$ cat config.mk
export PLATFORM = sky130hd
export DESIGN_NAME = if_fetch
export DESIGN_NICKNAME = d
export VERILOG_FILES = /design/src/rtl/if_fetch.sv
export SDC_FILE = /design/constraint.sdc
export NUM_CORES = 1
export LEC_CHECK = 0
export CAP_MARGIN = 20
export CORE_MARGIN = 8
export CORE_UTILIZATION = 43
export DETAILED_ROUTE_END_ITERATION = 12
export PLACE_DENSITY = 0.92
export SYNTH_ARGS = -nofsm -noshare
export SYNTH_HDL_FRONTEND = slang
export SYNTH_SLANG_ARGS = --single-unit
$ cat constraint.sdc
create_clock -name clk -period 3.1 [get_ports clk]
set_clock_uncertainty 0.1 [all_clocks]
set_input_delay 0.31 -clock clk [delete_from_list [all_inputs] [get_ports clk]]
set_output_delay 0.31 -clock clk [all_outputs]
set_load 0.01 [all_outputs]
$ cat src/rtl/if_fetch.sv
// Instruction-fetch stage: owns the PC, drives the instruction-memory request, applies
// stall/redirects and emits NOP bubbles. Optional target alignment check: IF_ALIGN_CHECK_EN.
module if_fetch #(
    parameter logic [31:0] RESET_PC = 32'h0000_0000
) (
    input  logic        clk,
    input  logic        rst,
    input  logic        stall,
    input  logic        branch_taken,
    input  logic [31:0] branch_target,
    input  logic        jump,
    input  logic [31:0] jump_target,
    output logic        imem_req,
    output logic [31:0] imem_addr,
    input  logic        imem_ready,
    input  logic [31:0] imem_rdata,
    output logic [31:0] instruction,
    output logic [31:0] instru_addr_plus4,
    output logic        fetch_busy,
    output logic        addr_misalign
);

    typedef enum logic [1:0] {StBoot, StFetch, StDrain} state_e;

    state_e      state_q, state_d;
    logic [31:0] pc_q, pc_d;
    logic [31:0] pending_q, pending_d;
    logic        misalign_q, misalign_d;

    logic        redirect;
    logic        accept;
    logic [31:0] raw_target;
    logic [31:0] target;
    logic        target_odd;

    assign redirect   = branch_taken | jump;
    assign raw_target = branch_taken ? branch_target : jump_target;

`ifdef IF_ALIGN_CHECK_EN
    assign target     = {raw_target[31:2], 2'b00};
    assign target_odd = |raw_target[1:0];
`else
    assign target     = raw_target;
    assign target_odd = 1'b0;
`endif

    always_ff @(posedge clk or posedge rst) begin
        if (rst) begin
            state_q    <= StBoot;
            pc_q       <= RESET_PC;
            pending_q  <= 32'h0000_0000;
            misalign_q <= 1'b0;
        end else begin
            state_q    <= state_d;
            pc_q       <= pc_d;
            pending_q  <= pending_d;
            misalign_q <= misalign_d;
        end
    end

    always_comb begin
        state_d   = state_q;
        pc_d      = pc_q;
        pending_d = pending_q;
        accept    = 1'b0;
        case (state_q)
            StBoot: state_d = StFetch;
            StFetch: begin
                if (!stall) begin
                    if (redirect) begin
                        accept = 1'b1;
                        if (imem_ready) begin
                            pc_d = target;
                        end else begin
                            pending_d = target;
                            state_d   = StDrain;
                        end
                    end else if (imem_ready) begin
                        pc_d = pc_q + 32'd4;
                    end
                end
            end
            StDrain: begin
                // The read at the old pc finishes and is thrown away; newest redirect wins.
                if (!stall) begin
                    if (redirect) begin
                        accept    = 1'b1;
                        pending_d = target;
                    end
                    if (imem_ready) begin
                        pc_d    = redirect ? target : pending_q;
                        state_d = StFetch;
                    end
                end
            end
            default: state_d = StBoot;
        endcase
        misalign_d = misalign_q | (accept & target_odd);
    end

    always_comb begin
        imem_req          = (state_q != StBoot);
        imem_addr         = pc_q;
        instru_addr_plus4 = pc_q + 32'd4;
        fetch_busy        = (state_q != StFetch) | ~imem_ready;
        addr_misalign     = misalign_q;
        instruction       = 32'h0000_0000;
        if (state_q == StFetch && imem_ready && !stall && !redirect) begin
            instruction = imem_rdata;
        end
    end

endmodule
---- Yosys cells after proc, flatten, opt, wreduce, memory -nomap -nowiden ----
Index checks and enable logic that the tools add are counted.
cells by class
  $add $sub $neg .......................... 1
  equal/unequal tests ..................... 9
  multiplexer cells ....................... 21
  bitwise logic cells ..................... 3
  reduce and logical (&&, ||, !) cells .... 11
operators with widths
  operator                 number
  $mux W32                 13
  $pmux W32 S2             2
  $add A32 B3 Y32 const B  1
  $reduce_and A5 Y1        3
  $ne A2 B2 Y1 const B     6
  $mux W2                  5
  $pmux W2 S3              1
  $reduce_bool A2 Y1       2
  $logic_and A1 B1 Y1      3
  $eq A2 B1 Y1 const B     1
  $eq A2 B2 Y1 const B     1
  $logic_not A1 Y1         2
  $logic_not A2 Y1         1
  $ne A2 B1 Y1 const B     1
  $or A1 B1 Y1             2
  $not A1 Y1               1
storage, ports and cells
  register bits ........................... 66
  input bits .............................. 102
  output and inout bits ................... 99
  word-level logic and storage cells ...... 48

---- Logic depth before layout (Yosys ltp) ----
Gate-level depths: netlist of run 1.
  word-level depth ........................ 5
  mapped depth ............................ 9
  depth with buffers taken out ............ 7

---- Least setup slack after synthesis of run 1 ----
Ideal clock, no wire load.
  kind .................................... reg-to-output
  start ................................... register pc_q[14] (netlist: imem_addr[14])
  end ..................................... output port instru_addr_plus4[27]
  data arrival time ....................... 2.115 ns
  data required time ...................... 2.690 ns
  setup slack ............................. 0.575 ns
  cell stages (with the launch flop) ...... 9
  path buffers ............................ 3
  cells stage by stage .................... dfrtp_1 > buf_2 > nand4_1 > or3_1 > buf_6 > or3_4 > buf_6 > or2_4 > xnor2_1
between the ends
  word-level cells in the longest chain between the ends .. 1
RTL lines
  item                    line  source
  start, declared         26    logic [31:0] pc_q, pc_d;
  start signal, assigned  55    pc_q <= pc_d;
  $add A32 B3 Y32         104   instru_addr_plus4 = pc_q + 32'd4;
  end, declared           18    output logic [31:0] instru_addr_plus4,
No other way between the ends.

---- Worst setup path after layout of run 1 ----
  start ................................... register pc_q[4] (netlist: imem_addr[4])
  end ..................................... output port instru_addr_plus4[21]
Same word-level chain as after synthesis.

==> impl_results.md, run 1 <==
- Clock net sink count: 66
- Max clock buf depth: 2
- Combinational family with the most area after synthesis: compound AO/OA/AOI/OAI gates
- Crit Reg-Reg Startpoint: state_q[1]
- Commonest non-fill, non-tap cells in the layout: clkdlybuf4s50_1, o21ai_0, nand2_1, dfrtp_1, and2_1
- Final layout net count: 872
- Antenna violations before repair: 0
- Compound-cell area share of the yosys netlist: 23.1%
- Worst r2r dst: imem_addr[26]
- Data required time at the worst endpoint: 2.69 ns
- Total clock buffers created by CTS: 9
- Portion of netlist area occupied by mux cells: 7.09%
- Yosys warnings: 0
- Post-synthesis instance area: 0.00466 mm^2
- Worst Path Max Fanout: 8
- Class of the tightest hold or removal check: input pin to async pin
- Number of enable-type register cells in the synthesized netlist: 0
- Drt first pass iters: 6
- Routed vias/inst: 5.88
- Violation count after the first detailed-routing iteration: 675
- Horizontal die dimension: 120 um
- Post-DP HPWL: 14600 um
- Pin count of the biggest net entering global routing: 51
- Number of standard-cell rows in the floorplan: 38
- Outcome: complete, no violations
- Data arrival, critical path: 2.60 ns
- Critical path launch point type: flip-flop
- Congestion Overflow GR: 0
- Starting density of the core: 43.5%
- Post-Synth XOR/XNOR Area: 5.27%
- Category of the worst setup path capture point: primary output
- Root cell of the clock tree: clkbuf_8
- Weighted congestion at the end of routability-driven global placement: 0.954
- Routed WL per cell: 20.7 um
- Leading cell type in the layout, fill and taps excluded: clkdlybuf4s50_1
- Port-buffer cells: 199
- Std-Cell Core Area: 0.0107 mm^2
- I/O pin count: 201
- Adder and majority gate portion of the synthesized area: 1.07%
- Main flop type after synthesis: dfrtp_1
- Area added between synthesis and finish: 53.9%
- Worst rel slew slack: 47.8%
- Register area share after synthesis: 35.5%
- Pwr dens: 889 mW/mm^2
- Post-route DRC violation count: 0
- Number of pins exceeding their max-slew limit in the final report: 0
- Clock-pin slew on the worst setup and hold paths: 0.08 ns
- Post-Syn Nets: 675
- Share of async-settable or async-resettable flops after synthesis: 100%
- Later-pin clock latency in the skew report: 0.35 ns
- Number of global-route vias before repair: 5268
- Final number of setup-violating endpoints: 0
- Fmax: 0.333 GHz
- Post-layout min period: 3.01 ns
- Number of distinct library cell variants in the gate-level netlist after synthesis: 58
- TritonCTS clock tree: built
- Final count of hold timing violations: 0
- Ratio of cells with drive above 1 in the final layout: 10.4%
- Classification of the worst setup path: flip-flop to primary output
- Area of the die: 0.0144 mm^2
- Final sum of negative setup slack: 0 ns
- Static leakage power: 2.96 nW
- Average size of a mapped cell: 8.18 um^2
- Post-synthesis share of cell area spent on and, or, nand and nor gates: 22.0%
- Slack of the worst reg-to-reg path: 0.63 ns
- Final std cells w/o fill: 910
- Wire length of the first global-routing pass: 28700 um
- H-tree level count: 3
- Vertical extent of the die: 120 um
- Routed vias: 5348
- Hold slack final: 0.293 ns
- Wire length reported by the detailed router: 18800 um
- Setup repair after global routing missed its margin: true
- Cells after synthesis: 569
- Measured slew at the worst slew-check pin: 0.779 ns
- Total GRT Usage: 25.2%
- Number of flip-flops and latches in the synthesized netlist: 66
- Post-route fraction of the period consumed by the critical path: 96.9%
- Final antenna diode count: 0
- Detail Route Antenna Nets: 0
- Placed Instances: 887
- Largest vdd supply drop: 0.459 mV
- Number of maximum-capacitance constraint violations: 0
- Number of cells on the worst reg-to-reg path: 7
## synth_stat cells, types with 2 or more instances
cell        n  area, um^2
a31oi_1     5        31.3
inv_1      17        63.8
nor2_1     25        93.8
o22a_1      2        17.5
o21a_1      2        15.0
mux2_2      8        90.1
a211oi_1    5        37.5
a22oi_1    11        82.6
o22ai_1     7        43.8
mux2i_1    24         240
nor2b_1     3        18.8
o221a_2     2        22.5
a21oi_1    29         145
o2bb2ai_1   6        52.6
a221oi_1    5        43.8
dfrtp_1    66        1650
clkbuf_1   32         120
ha_1        4        50.1
o21ai_0    73         365
a21boi_0   12        90.1
or3_1       4        25.0
o211ai_1    3        22.5
o21ai_1     2        10.0
xor2_1     13         114
and2_1     34         213
and4_1      4        35.0
nor4_1     10        62.6
nand4_1     9        56.3
nand3_1    13        65.1
a2bb2oi_1   2        17.5
buf_1       5        18.8
nand2b_1    3        18.8
nand2_1    71         267
o31ai_1     2        15.0
nor3_1      8        40.0
xnor2_1    15         131
a32oi_1     2        17.5
buf_4       5        37.5
buf_6       2        22.5
and3_1      6        37.5
## sequential cells by signal, indices dropped and copies added (netlist names)
| signal | cells |
|---|---|
| pending_q | 32 |
| imem_addr | 32 |
| state_q | 2 |
## through the flow
| stage | power (W) | instance area [um^2] | worst slack (ns) | utilization [%] |
|---|---|---|---|---|
| floorplan | 0.00369 | 4660 | 0.575 | - |
| global placement | 0.00540 | 6850 | 0.285 | 64.1 |
| detailed placement | 0.00555 | 6850 | 0.222 | 64.1 |
| CTS | 0.00627 | 7070 | 0.0426 | 66.1 |
| global route | 0.00676 | 7160 | -0.0190 | 67.0 |
| finish | 0.00637 | 7160 | 0.0947 | 67.0 |
## repair_timing
| action | 4_1_cts | 5_1_grt |
|---|---|---|
| hold buffers | 0 | 0 |
| setup buffers | 0 | 8 |
| gates resized for setup | 10 | 11 |
| pin swaps | 0 | 2 |
| gates cloned | 0 | 0 |
| setup endpoints to repair | 7 | 9 |
## per-layer routing
layer | vias up | global-route usage (%) | part of all wire, %
met5 | - | 0 | 0
met4 | 0 | 9.37 | 3.3
met3 | 53 | 5.26 | 9.9
met2 | 318 | 42.3 | 50
met1 | 2552 | 31.2 | 37
li1 | 2425 | - | -
## final cells by class
type	instances	area, um^2
Clock buffer	12	145
Clock inverter	3	40.0
Fill cell	830	3530
Inverter	17	63.8
Multi-Input combinational cell	440	2800
Sequential cell	66	1660
Tap cell	140	175
Timing Repair Buffer	232	2280
## power breakdown
group | leakage, nW | internal, W | switching [W]
sequential | 0.790 | 0.00132 | 0.000427
clock | 0.0962 | 0.000388 | 0.000341
combinational | 2.08 | 0.00183 | 0.00206
## how the worst max path moves through the flow
stage,start,to,slack (ns),cells after the start
after floorplan,imem_addr[14],instru_addr_plus4[27],0.57,8
after global placement,imem_addr[4],instru_addr_plus4[22],0.29,5
after detailed placement,imem_addr[3],instru_addr_plus4[30],0.22,6
after CTS,imem_addr[3],instru_addr_plus4[28],0.04,6
after global routing,imem_addr[3],instru_addr_plus4[22],-0.02,6
final,imem_addr[4],instru_addr_plus4[21],0.09,7
## critical path, stage by stage (launching register included)
cell and delay [ns]:
dfrtp_2 0.45, nand4_2 0.12, buf_4 0.18, nor4_1 0.30, buf_4 0.20, and4_1 0.26
xor2_1 0.19, clkdlybuf4s50_1 0.56
## kinds of logic (layout without fill, tap and decap cells)
family	after synthesis	count (layout)
simple gates	200	200
compound gates	175	175
flops	66	66
buf+inv	63	264
mux	32	32
xor+xnor	28	28
fa+ha+maj	4	4
other cells	1	1
(Power assumes the default switching activity.)
==> run 2: changes to the inputs <==
--- a/config.mk
+++ b/config.mk
@@ -6,9 +6,11 @@
 export NUM_CORES = 1
 export LEC_CHECK = 0
 export CAP_MARGIN = 20
+export CORE_ASPECT_RATIO = 1.1
 export CORE_MARGIN = 8
 export CORE_UTILIZATION = 43
 export DETAILED_ROUTE_END_ITERATION = 12
+export HOLD_SLACK_MARGIN = 0.02
 export PLACE_DENSITY = 0.92
 export SYNTH_ARGS = -nofsm -noshare
 export SYNTH_HDL_FRONTEND = slang
==> run 2 against run 1 <==
Core utilization grew 0.37 points. Non-clock buffer count shrank 2. Largest power group unchanged. Cell area grew 1.1%. Wire length shrank 3.9%.
==> impl_results.md, run 2 (same netlist as run 1, synthesis figures left out) <==
- Worst Path Max Fanout: 5 (was 8)
- Routed WL per cell: 19.7 um (was 20.7 um)
- Weighted congestion at the end of routability-driven global placement: 0.909 (was 0.954)
- Final number of setup-violating endpoints: 0 (unchanged)
- Buffer and inverter count on the worst path: 1 (was 3)
- Final Core Density: 67.3% (was 67.0%)
- Classification of the worst setup path: flip-flop to primary output (unchanged)
- Critical Path Slowest Stage Cell: clkdlybuf4s50_1 (unchanged)
- Total GRT Usage: 24.5% (was 25.2%)
- Number of cells on the worst reg-to-reg path: 8 (was 7)
- Max clock buf depth: 2 (unchanged)
- Highest cell delay on the worst timing path: 0.55 ns (was 0.56 ns)
- Post-route DRC violation count: 0 (unchanged)
- Routed vias: 5239 (was 5348)
- Horizontal die dimension: 115 um (was 120 um)
- I/O pin count: 201 (unchanged)
- Critical path launch point type: flip-flop (unchanged)
- Placed Instances: 897 (was 887)
- Number of global-route vias before repair: 5442 (was 5268)
- Area of the die: 0.0144 mm^2 (about the same)
- Final count of hold timing violations: 0 (unchanged)
- Antenna violations before repair: 1 (was 0)
- Pin count of the biggest net entering global routing: 44 (was 51)
- Clock net sink count: 66 (unchanged)
- Vertical extent of the die: 125 um (was 120 um)
- Number of standard-cell rows in the floorplan: 40 (was 38)
- TritonCTS clock tree: built (unchanged)
- Family with the most delay on the worst path: simple AND/OR/NAND/NOR gates (was buffers and inverters)
- Cell-by-cell listing of the critical path: ha_4 > nand3_1 > or4_4 > nor3_2 > xnor2_1 > clkdlybuf4s50_1 (was nand4_2 > buf_4 > nor4_1 > buf_4 > and4_1 > xor2_1 > clkdlybuf4s50_1)
- Category of the worst setup path capture point: primary output (unchanged)
- Class of the tightest hold or removal check: input pin to async pin (unchanged)
- Detail Route Antenna Nets: 0 (unchanged)
- Port-buffer cells: 199 (unchanged)
- Final antenna diode count: 0 (unchanged)
- Later-pin clock latency in the skew report: 0.34 ns (was 0.35 ns)
- Wire length reported by the detailed router: 18100 um (was 18800 um)
- Clock-pin slew on the worst setup and hold paths: 0.06 ns (was 0.08 ns)
- Area added between synthesis and finish: 55.6% (was 53.9%)
- Std-Cell Core Area: 0.0108 mm^2 (was 0.0107 mm^2)
- Congestion Overflow GR: 0 (unchanged)
- Crit Reg-Reg Startpoint: state_q[0] (was state_q[1])
- Setup repair after global routing missed its margin: true (unchanged)
- Total clock buffers created by CTS: 9 (unchanged)
- Number of pins exceeding their max-slew limit in the final report: 0 (unchanged)
- H-tree level count: 3 (unchanged)
- CTS Hold Buffers Added: 0 (unchanged)
- Data arrival, critical path: 2.59 ns (was 2.60 ns)
- Outcome: complete, no violations (unchanged)
- Pwr dens: 915 mW/mm^2 (was 889 mW/mm^2)
- Leading cell type in the layout, fill and taps excluded: clkdlybuf4s50_1 (unchanged)
- Fmax: 0.334 GHz (was 0.333 GHz)
- Routed vias/inst: 5.73 (was 5.88)
- Measured slew at the worst slew-check pin: 0.976 ns (was 0.779 ns)
- Hold slack final: 0.260 ns (was 0.293 ns)
- Count of fill cells added during filler insertion: 847 (was 830)
- Final layout net count: 870 (was 872)
- Root cell of the clock tree: clkbuf_16 (was clkbuf_8)
- Starting density of the core: 43.3% (was 43.5%)
- Commonest non-fill, non-tap cells in the layout: clkdlybuf4s50_1, o21ai_0, nand2_1, dfrtp_1, and2_1 (unchanged)
- Final std cells w/o fill: 915 (was 910)
- Post-route fraction of the period consumed by the critical path: 96.7% (was 96.9%)
- Slack of the worst reg-to-reg path: 0.37 ns (was 0.63 ns)
- Drt first pass iters: 6 (unchanged)
- Largest vdd supply drop: 0.561 mV (was 0.459 mV)
- Worst rel slew slack: 34.7% (was 47.8%)
- Ratio of cells with drive above 1 in the final layout: 9.77% (was 10.4%)
- Number of maximum-capacitance constraint violations: 0 (unchanged)
- Violation count after the first detailed-routing iteration: 433 (was 675)
- Wire length of the first global-routing pass: 27900 um (was 28700 um)
- Worst r2r dst: imem_addr[24] (was imem_addr[26])
- Static leakage power: 2.98 nW (was 2.96 nW)
- Post-DP HPWL: 13900 um (was 14600 um)
- Post-layout min period: 3.00 ns (was 3.01 ns)
- Data required time at the worst endpoint: 2.69 ns (about the same)
[run 2: worst max path at each step]
stage	from	slack (ns)	end	depth (start not counted)
after floorplan	imem_addr[14]	0.57	instru_addr_plus4[27]	8
after global placement	imem_addr[3]	0.28	instru_addr_plus4[22]	6
after detailed placement	imem_addr[3]	0.22	instru_addr_plus4[22]	6
after CTS	imem_addr[3]	0.01	instru_addr_plus4[28]	6
after global routing	imem_addr[18]	-0.002	instru_addr_plus4[25]	6
final	imem_addr[3]	0.10	instru_addr_plus4[30]	6
[run 2: timing repair]
item                                    in CTS  in global routing
endpoints found under the setup margin       5                  9
setup buffers                                3                  0
pin swaps                                    1                  1
resized for setup                            5                 10
[run 2: through the flow]
stage | power, W | TNS (ns) | worst slack (ns) | cell area [um^2]
after floorplan | 0.00369 | 0 | 0.575 | 4660
after global placement | 0.00532 | 0 | 0.281 | 6850
after detailed placement | 0.00546 | 0 | 0.223 | 6850
after CTS | 0.00657 | 0 | 0.0130 | 7190
after global routing | 0.00703 | -0.00209 | -0.00209 | 7240
final | 0.00663 | 0 | 0.103 | 7240
[run 2: metal layers]
| metal | part of all wire, % | GRT usage, % | wire length, um |
|---|---|---|---|
| met4 | 2.6 | 9.91 | 477 |
| met2 | 51 | 42.1 | 9170 |
| met3 | 9.3 | 7.22 | 1680 |
| met5 | 0.050 | 0 | 9 |
| met1 | 37 | 27.6 | 6720 |
[run 2: power by group]
group / switching, W / internal [W]
Clock: 0.000374 / 0.000683
Sequential: 0.000424 / 0.00132
Combinational: 0.00203 / 0.00179
[run 2: cell type report]
class / instances / area (um^2) / share of cell area (%)
multi-input cells: 440 / 2810 / 38.8
repair buffers: 230 / 2220 / 30.7
flip-flops and latches: 66 / 1660 / 22.8
clock buffers: 13 / 270 / 3.73
well taps: 147 / 184 / 2.54
inverters: 17 / 63.8 / 0.881
clock inverters: 2 / 35.0 / 0.484
